===== src/rtl/punc_mem_arbiter_if.sv =====
// Request/grant bus between the PUnC requesters and the memory arbiter,
// plus the memory-side port driven by the arbiter.
interface punc_mem_arbiter_if #(
    parameter int ADDR_W = 16,
    parameter int DATA_W = 16
);
    // Requester side: index 0 = fetch, 1 = load/store, 2 = debug
    logic [2:0]          req;
    logic [2:0]          req_we;
    logic [3*ADDR_W-1:0] req_addr;
    logic [3*DATA_W-1:0] req_wdata;
    logic [2:0]          gnt;
    logic [2:0]          rsp_valid;
    logic [DATA_W-1:0]   rsp_rdata;
    logic                busy;

    // Memory side
    logic                mem_en;
    logic                mem_we;
    logic [ADDR_W-1:0]   mem_addr;
    logic [DATA_W-1:0]   mem_wdata;
    logic [DATA_W-1:0]   mem_rdata;

    // Arbiter view
    modport slave (
        input  req, req_we, req_addr, req_wdata, mem_rdata,
        output gnt, rsp_valid, rsp_rdata, busy,
               mem_en, mem_we, mem_addr, mem_wdata
    );

    // Requester/memory view
    modport master (
        output req, req_we, req_addr, req_wdata, mem_rdata,
        input  gnt, rsp_valid, rsp_rdata, busy,
               mem_en, mem_we, mem_addr, mem_wdata
    );
endinterface


===== src/rtl/punc_mem_arbiter.sv =====
// Round-robin arbiter and access sequencer for the PUnC unified memory.
// Three requesters share one single-port memory with a fixed read latency.
// Each access runs IDLE/RESP (arbitrate) -> ISSUE -> WAIT x MEM_LAT -> RESP.
module punc_mem_arbiter #(
    parameter int ADDR_W  = 16,
    parameter int DATA_W  = 16,
    parameter int MEM_LAT = 1     // legal 1..7
) (
    input  logic              clk_i,
    input  logic              rst_ni,
    punc_mem_arbiter_if.slave bus
);
    typedef enum logic [1:0] {IDLE, ISSUE, WAIT, RESP} state_t;

    localparam logic [2:0] LAT_M1 = 3'(MEM_LAT - 1);

    state_t            state_q;
    logic [1:0]        last_q;
    logic [1:0]        win_q;
    logic              we_q;
    logic [2:0]        cnt_q;
    logic [2:0]        gnt_q;
    logic [2:0]        rsp_valid_q;
    logic [DATA_W-1:0] rsp_rdata_q;
    logic              mem_en_q;
    logic              mem_we_q;
    logic [ADDR_W-1:0] mem_addr_q;
    logic [DATA_W-1:0] mem_wdata_q;

    // Unpacked per-requester views of the packed address/data buses
    logic [ADDR_W-1:0] addr_a  [3];
    logic [DATA_W-1:0] wdata_a [3];

    for (genvar gi = 0; gi < 3; gi++) begin : g_unpack
        assign addr_a[gi]  = bus.req_addr[gi*ADDR_W +: ADDR_W];
        assign wdata_a[gi] = bus.req_wdata[gi*DATA_W +: DATA_W];
    end

    logic       win_valid_d;
    logic [1:0] win_d;
    logic [1:0] ord0, ord1, ord2;

    // Round-robin pick: search starts one past the most recent grant
    always_comb begin
        case (last_q)
            2'd0:    begin ord0 = 2'd1; ord1 = 2'd2; ord2 = 2'd0; end
            2'd1:    begin ord0 = 2'd2; ord1 = 2'd0; ord2 = 2'd1; end
            default: begin ord0 = 2'd0; ord1 = 2'd1; ord2 = 2'd2; end
        endcase
        win_valid_d = 1'b1;
        if (bus.req[ord0])      win_d = ord0;
        else if (bus.req[ord1]) win_d = ord1;
        else if (bus.req[ord2]) win_d = ord2;
        else begin
            win_d       = 2'd0;
            win_valid_d = 1'b0;
        end
    end

    // Sequencer FSM; every bus output is a registered copy of state
    always_ff @(posedge clk_i or negedge rst_ni) begin
        if (!rst_ni) begin
            state_q     <= IDLE;
            last_q      <= 2'd2;
            win_q       <= 2'd0;
            we_q        <= 1'b0;
            cnt_q       <= 3'd0;
            gnt_q       <= 3'd0;
            rsp_valid_q <= 3'd0;
            rsp_rdata_q <= '0;
            mem_en_q    <= 1'b0;
            mem_we_q    <= 1'b0;
            mem_addr_q  <= '0;
            mem_wdata_q <= '0;
        end else begin
            // Strobes are single-cycle pulses unless set below
            gnt_q       <= 3'd0;
            rsp_valid_q <= 3'd0;
            mem_en_q    <= 1'b0;
            mem_we_q    <= 1'b0;
            case (state_q)
                IDLE, RESP: begin
                    if (win_valid_d) begin
                        // Latch the winner's command; it drives memory in ISSUE
                        win_q       <= win_d;
                        last_q      <= win_d;
                        we_q        <= bus.req_we[win_d];
                        mem_addr_q  <= addr_a[win_d];
                        mem_wdata_q <= wdata_a[win_d];
                        gnt_q       <= 3'b001 << win_d;
                        mem_en_q    <= 1'b1;
                        mem_we_q    <= bus.req_we[win_d];
                        state_q     <= ISSUE;
                    end else begin
                        state_q <= IDLE;
                    end
                end
                ISSUE: begin
                    cnt_q   <= LAT_M1;
                    state_q <= WAIT;
                end
                WAIT: begin
                    if (cnt_q == 3'd0) begin
                        // Read data is valid during this last WAIT cycle
                        if (!we_q) begin
                            rsp_rdata_q <= bus.mem_rdata;
                        end
                        rsp_valid_q <= 3'b001 << win_q;
                        state_q     <= RESP;
                    end else begin
                        cnt_q <= cnt_q - 3'd1;
                    end
                end
                default: state_q <= IDLE;
            endcase
        end
    end

    assign bus.gnt       = gnt_q;
    assign bus.rsp_valid = rsp_valid_q;
    assign bus.rsp_rdata = rsp_rdata_q;
    assign bus.busy      = (state_q != IDLE);
    assign bus.mem_en    = mem_en_q;
    assign bus.mem_we    = mem_we_q;
    assign bus.mem_addr  = mem_addr_q;
    assign bus.mem_wdata = mem_wdata_q;
endmodule


===== src/flat_wrapper.sv =====
// flat-port wrapper written by rule: the top's interface ports become plain ports
module punc_mem_arbiter_flat 
#(
    parameter int ADDR_W  = 16,
    parameter int DATA_W  = 16,
    parameter int MEM_LAT = 1                  
)
  (clk_i, rst_ni, bus_req, bus_req_we, bus_req_addr, bus_req_wdata, bus_mem_rdata, bus_gnt, bus_rsp_valid, bus_rsp_rdata, bus_busy, bus_mem_en, bus_mem_we, bus_mem_addr, bus_mem_wdata);
  punc_mem_arbiter_if #(.ADDR_W(ADDR_W), .DATA_W(DATA_W)) bus_i ();
  input  logic clk_i;
  input  logic rst_ni;
  input wire logic [$bits(bus_i.req)-1:0] bus_req;
  input wire logic [$bits(bus_i.req_we)-1:0] bus_req_we;
  input wire logic [$bits(bus_i.req_addr)-1:0] bus_req_addr;
  input wire logic [$bits(bus_i.req_wdata)-1:0] bus_req_wdata;
  input wire logic [$bits(bus_i.mem_rdata)-1:0] bus_mem_rdata;
  output wire logic [$bits(bus_i.gnt)-1:0] bus_gnt;
  output wire logic [$bits(bus_i.rsp_valid)-1:0] bus_rsp_valid;
  output wire logic [$bits(bus_i.rsp_rdata)-1:0] bus_rsp_rdata;
  output wire logic [$bits(bus_i.busy)-1:0] bus_busy;
  output wire logic [$bits(bus_i.mem_en)-1:0] bus_mem_en;
  output wire logic [$bits(bus_i.mem_we)-1:0] bus_mem_we;
  output wire logic [$bits(bus_i.mem_addr)-1:0] bus_mem_addr;
  output wire logic [$bits(bus_i.mem_wdata)-1:0] bus_mem_wdata;
  assign bus_i.req = bus_req;
  assign bus_i.req_we = bus_req_we;
  assign bus_i.req_addr = bus_req_addr;
  assign bus_i.req_wdata = bus_req_wdata;
  assign bus_i.mem_rdata = bus_mem_rdata;
  assign bus_gnt = bus_i.gnt;
  assign bus_rsp_valid = bus_i.rsp_valid;
  assign bus_rsp_rdata = bus_i.rsp_rdata;
  assign bus_busy = bus_i.busy;
  assign bus_mem_en = bus_i.mem_en;
  assign bus_mem_we = bus_i.mem_we;
  assign bus_mem_addr = bus_i.mem_addr;
  assign bus_mem_wdata = bus_i.mem_wdata;
  punc_mem_arbiter #(.ADDR_W(ADDR_W), .DATA_W(DATA_W), .MEM_LAT(MEM_LAT)) u_core (.clk_i(clk_i), .rst_ni(rst_ni), .bus(bus_i));
endmodule

===== config.mk =====
export PLATFORM = sky130hd
export DESIGN_NAME = punc_mem_arbiter_flat
export DESIGN_NICKNAME = d
export VERILOG_FILES = /design/src/rtl/punc_mem_arbiter_if.sv /design/src/rtl/punc_mem_arbiter.sv /design/src/flat_wrapper.sv
export SDC_FILE = /design/constraint.sdc
export NUM_CORES = 1
export LEC_CHECK = 0
export BUFFER_PORTS_ARGS = -buffer_cell sky130_fd_sc_hd__buf_4
export CAP_MARGIN = 15
export CORE_AREA = 2 2 88 90
export DETAILED_ROUTE_END_ITERATION = 10
export DIE_AREA = 0 0 90 92
export PLACE_DENSITY = 0.91
export SLEW_MARGIN = 20
export SYNTH_ARGS = -nofsm -noshare
export SYNTH_HDL_FRONTEND = slang
export SYNTH_SLANG_ARGS = --single-unit

===== constraint.sdc =====
create_clock -name clk_i -period 2.45 [get_ports clk_i]
set_input_delay 0.3675 -clock clk_i [delete_from_list [all_inputs] [get_ports clk_i]]
set_output_delay 0.3675 -clock clk_i [all_outputs]
set_load 0.005 [all_outputs]

==> flow_metrics.tcl, run 1 <==
set metrics [dict create \
    status "completed" \
    diodes 0 \
    crit_required_ps 2720 \
    path_class "register to register" \
    drt_first_pass_iters 4 \
    synth_seq_cells 65 \
    drt-initial-drc-count 112 \
    grt_pass1_vias 3139 \
    path_max_fanout 34 \
    drc 0 \
    fin_area_mm2 0.00478 \
    die_h_um 92 \
    placed_area_mm2 0.00461 \
    finalPower_mw 5.78 \
    cts_buffers 9 \
    initial_core_util 0.427 \
    async_reset_ff_frac 1.00 \
    synth.cell_area_mm2 0.00318 \
    grt_setup_unrepaired "false" \
    post-route-period-util 0.789 \
    antenna_found_initial 0 \
    cts_tree "done" \
    nFillCells 629 \
    synth_ff_type "dfrtp_1" \
    pre_cts_slack_ps 501 \
    routedWlPerCell_um 16.3 \
    cts_setup_buffers 0 \
    mostFrequentLayoutCell "buf_4" \
    routed_wl_mm 9.30 \
    setup_violations 0 \
    cts_sinks 65 \
    ir_drop_mv 0.457 \
    dp_hpwl_mm 6.89 \
    cts-root-buf "clkbuf_8" \
    holdWs_ps 107 \
    grt-ovfl-total 0 \
    die_width_um 90 \
    worstMarginPinSlew_ps 804 \
    htreeDepth 3 \
    endpoint_kind "register" \
    worst_ep_arrival_time_ps 2200 \
    clk_pin_slew_ps 70 \
    maxCapViolCount 0 \
    cts_buffer_depth 2 \
    timing.rr.start "u_core.state_q[0]$_DFFE_PN0P_" \
    vias_per_cell 5.35 \
    critPathLaunch "u_core.state_q[0]$_DFFE_PN0P_" \
    hold_viol 0 \
    nets 590 \
    cts_hold_buf 0 \
    yosysSeqAreaShare 0.512 \
    grt_pass1_wl_mm 14.5 \
    hold_class "input pin to asynchronous set/reset pin" \
    synthCells 292 \
    fin_crit_ps 1930 \
    ios 177 \
    drive_gt1_frac 0.479 \
    fp.coreArea_mm2 0.00745 \
    fmax_ghz 0.517 \
    areaGrowthSynthToFinish_pct 50.4 \
    yosys_warnings 0 \
    antenna_left 0 \
    grt_max_degree 66 \
    slew_viol_final 0 \
    synth_edf_count 0 \
    grt_use_total 0.222 \
    rows 32 \
    final_cell_mix "buf_4 (182), dfrtp_1 (64), inv_1 (42)" \
    die-area_mm2 0.00828 \
    cts_resized 0 \
    clk_latency_ps 340 \
    vias 3061 \
    io_buffers 176 \
    skew_ps 12.9 \
    synthDistinctLibCells 33 \
    tns_ps 0 \
    leakagePower_nw 2.39 \
    relSlewSlack 0.464 \
    worst_slack_ps 517 \
    syn_area_per_cell_um2 10.9 \
    syn_nets 417 \
    gp_congestion 0.771 \
    start_kind "register" \
    power_density_mw_per_mm2 1210 \
]
==> kinds of logic after synthesis <==
| group | Yosys count | share of synthesized area |
|---|---|---|
| mux | 18 | 0.0634 |
| flops | 65 | 0.512 |
| compound gates | 115 | 0.270 |
| simple gates | 24 | 0.0453 |
| xor+xnor | 1 | 0.00276 |
| buf+inv | 64 | 0.0862 |
| fa+ha+maj | 5 | 0.0197 |
==> area by class of cell <==
type	instances	area, µm²	share of cell area
timing repair buffer	184	1410	0.294
clock inverter	7	47.5	0.00995
tap	102	128	0.0267
inverter	42	158	0.0330
sequential	65	1630	0.341
multi-input combinational	163	1290	0.270
clock buffer	9	124	0.0259
==> metal layers <==
metal | vias up | share of wire | global-route usage
met2 | 172 | 0.51 | 0.393
met5 | - | 0 | 0
met3 | 22 | 0.076 | 0.0526
met4 | 0 | 0.024 | 0.0949
met1 | 1450 | 0.39 | 0.256
li1 | 1417 | - | -
==> worst paths after layout <==
| path | endpoint | slack [ps] | cells after the start |
|---|---|---|---|
| worst max-delay path | u_core.bus.mem_addr[15]$_DFFE_PN0P_ | 520 | 4 |
| min in group clk_i | u_core.bus.mem_we$_DFF_PN0_ | 240 | 2 |
| max in group asynchronous | u_core.cnt_q[1]$_DFFE_PN0P_ | 1800 | 1 |
| worst max register to register | u_core.bus.mem_addr[15]$_DFFE_PN0P_ | 520 | 4 |
| worst min register to register | u_core.bus.rsp_valid[0]$_DFF_PN0_ | 490 | 1 |
| worst min-delay path | u_core.bus.rsp_rdata[9]$_DFFE_PN0P_ | 110 | 1 |
==> per-stage QoR <==
stage          utilization  std cells
6_report             0.642        572
5_1_grt              0.642        572
4_1_cts              0.642        572
3_5_place_dp         0.619        556
3_3_place_gp         0.619        556
2_1_floorplan            -        292
==> registers in the layout, summed over array words and instances (netlist names), 2 cells and up <==
name and count:
u_core.state_q 2, u_core.cnt_q 3, u_core.bus.rsp_valid 3, u_core.bus.mem_wdata 16, u_core.win_q 2, u_core.bus.gnt 3
u_core.bus.rsp_rdata 16, u_core.bus.mem_addr 16
==> power breakdown <==
part	switching, mW	internal (mW)	leakage, nW
registers	0.279	1.60	0.800
clock network	0.431	0.364	0.0850
logic	1.45	1.65	1.51
total	2.16	3.62	2.39
==> worst max-delay path, stage by stage, from the launching register on <==
cell and delay (ps):
dfrtp_1 380, inv_1 70, ha_1 430, nor2_4 680, a221o_1 270
==> Yosys cell counts (2+ instances only) <==
| library cell | instances | share of area |
|---|---|---|
| dfrtp_1 | 64 | 0.50 |
| inv_1 | 42 | 0.050 |
| o21ai_0 | 38 | 0.060 |
| o31ai_1 | 34 | 0.080 |
| a221o_1 | 32 | 0.10 |
| mux2_2 | 17 | 0.060 |
| clkbuf_1 | 9 | 0.011 |
| buf_4 | 7 | 0.017 |
| buf_2 | 5 | 0.0079 |
| ha_1 | 5 | 0.020 |
| nand2_1 | 5 | 0.0059 |
| nand2b_1 | 5 | 0.0098 |
| nor2_1 | 4 | 0.0047 |
| nor3b_1 | 3 | 0.0071 |
| a21o_1 | 2 | 0.0047 |
| a21oi_1 | 2 | 0.0031 |
| nor3_2 | 2 | 0.0063 |
Note: power is estimated with default switching activity, not from simulation.
==> run 2, diff against run 1 <==
- CORE_AREA: 2 2 88 90 -> 2 2 93 95
- DIE_AREA: 0 0 90 92 -> 0 0 95 97
- PLACE_DENSITY: 0.91 -> 0.86
- clock period: 2.45 -> 1.6 ns (I/O delays scaled with it)
==> flow_metrics.tcl, run 2 (synthesized netlist as in run 1, its figures left out) <==
set metrics [dict create \
    vias_per_cell 5.30 \
    cts_buffers 9 \
    nets 619 \
    fin_crit_ps 1620 \
    drc 0 \
    antenna_found_initial 0 \
    status "finished with violations" \
    worst_slack_ps -20.8 \
    power_density_mw_per_mm2 1970 \
    slew_viol_final 0 \
    routedWlPerCell_um 17.6 \
    die_width_um 95 \
    initial_core_util 0.391 \
    cts_tree "done" \
    drt-initial-drc-count 88 \
    multi_input_area_mm2 0.00144 \
    grt_pass1_wl_mm 14.5 \
    rows 33 \
    ios 177 \
    drt_first_pass_iters 4 \
    skew_ps 14.3 \
    maxCapViolCount 0 \
    nFillCells 629 \
    grt-ovfl-total 0 \
    path_max_fanout 8 \
    start_kind "register" \
    finalPower_mw 10.5 \
    hold_class "input pin to register" \
    grt_setup_unrepaired "true" \
    crit_required_ps 1800 \
    die_h_um 97 \
    vias 3201 \
    areaGrowthSynthToFinish_pct 68.0 \
    utilization 0.656 \
    leakagePower_nw 2.67 \
    holdWs_ps 134 \
    gp_congestion 0.807 \
    worstMarginPinSlew_ps 430 \
    fp.coreArea_mm2 0.00813 \
    violations "setup timing" \
    die-area_mm2 0.00922 \
    grt_pass1_vias 3094 \
    setup_violations 13 \
    relSlewSlack 0.714 \
    worst_ep_arrival_time_ps 1830 \
    clk_latency_ps 330 \
    endpoint_kind "register" \
    dp_hpwl_mm 7.03 \
    reg2reg_setup_slack_ps -20 \
    htreeDepth 3 \
    clk_pin_slew_ps 80 \
    path_class "register to register" \
    seqCellArea_mm2 0.00163 \
    ir_drop_mv 0.883 \
    diodes 0 \
    drive_gt1_frac 0.545 \
    io_buffers 176 \
    antenna_left 0 \
    routed_wl_mm 10.6 \
    fmax_ghz 0.617 \
    cts_buffer_depth 2 \
    cts-root-buf "clkbuf_8" \
    mostFrequentLayoutCell "buf_4" \
    grt_max_degree 35 \
    final_cell_mix "buf_4 (194), dfrtp_1 (64), inv_1 (38)" \
    post-route-period-util 1.01 \
    grt_use_total 0.200 \
    cts_sinks 65 \
    hold_viol 0 \
]
[run 2: cell types whose count changed in the layout (fill, tap and decap cells not counted), sizes merged]
cell         before  now
clkinvlp          2    1
buf             184  207
clkinv            5    2
dlygate4sd3       0    1
clkbuf            9   18
[run 2: worst paths after layout]
kind,end,cells after the start,startpoint
max,u_core.bus.mem_wdata[14]$_DFFE_PN0P_,6,u_core.state_q[0]$_DFFE_PN0P_
min,u_core.bus.mem_wdata[15]$_DFFE_PN0P_,2,bus_req_wdata[15]
max reg2reg,u_core.bus.mem_wdata[14]$_DFFE_PN0P_,6,u_core.state_q[0]$_DFFE_PN0P_
min reg2reg,u_core.bus.rsp_valid[0]$_DFF_PN0_,1,u_core.win_q[1]$_DFFE_PN0P_
max in group asynchronous,u_core.bus.rsp_rdata[15]$_DFFE_PN0P_,3,rst_ni
min in group asynchronous,u_core.bus.rsp_rdata[11]$_DFFE_PN0P_,2,rst_ni
[run 2: report_power, final]
| part | leakage (nW) | total (mW) | switching (mW) | internal (mW) |
|---|---|---|---|---|
| Sequential | 0.800 | 2.90 | 0.443 | 2.46 |
| Clock | 0.0894 | 1.25 | 0.609 | 0.644 |
| Combinational | 1.78 | 6.37 | 2.77 | 3.60 |
[run 2: worst max-delay path: stages (launching register included)]
cell       delay (ps)
dfrtp_1           380
inv_2              80
ha_4              310
nand2b_4          200
clkbuf_16         190
o31ai_2            70
a221o_1           280
[run 2: final cells by class]
type,instances,area share
clock buffers,13,0.0298
clock inverters,3,0.00328
inverters,42,0.0295
multi-input cells,163,0.270
flip-flops and latches,65,0.305
well taps,105,0.0246
repair buffers,213,0.338
[run 2: timing repair]
item | 4_1_cts | 5_1_grt
buffers inserted | 1 | 4
setup endpoints to repair | 51 | 49
hold endpoints to repair | 30 | 0
hold buffers | 1 | 0
cloned | 0 | 7
pin swaps | 2 | 28
resized for setup | 8 | 52
[run 2: stage by stage]
stage | setup TNS [ps] | worst slack (ps) | cells | area (µm²)
after global placement | -69.0 | -19.6 | 575 | 4800
after detailed placement | -1840 | -82.5 | 575 | 4800
after floorplan | -1450 | -104 | 292 | 3230
after global routing | -2220 | -78.0 | 604 | 5340
after CTS | -3.13 | -3.13 | 593 | 5020
final | -118 | -20.8 | 604 | 5340
[run 2: per-layer routing]
layer | part of all wire | vias up | GRT usage | routed length [µm]
met5 | 0 | - | 0 | 0
met4 | 0.021 | 0 | 0.0702 | 226
met3 | 0.089 | 26 | 0.0545 | 945
met2 | 0.51 | 175 | 0.358 | 5440
met1 | 0.38 | 1522 | 0.225 | 4010
li1 | - | 1478 | - | -
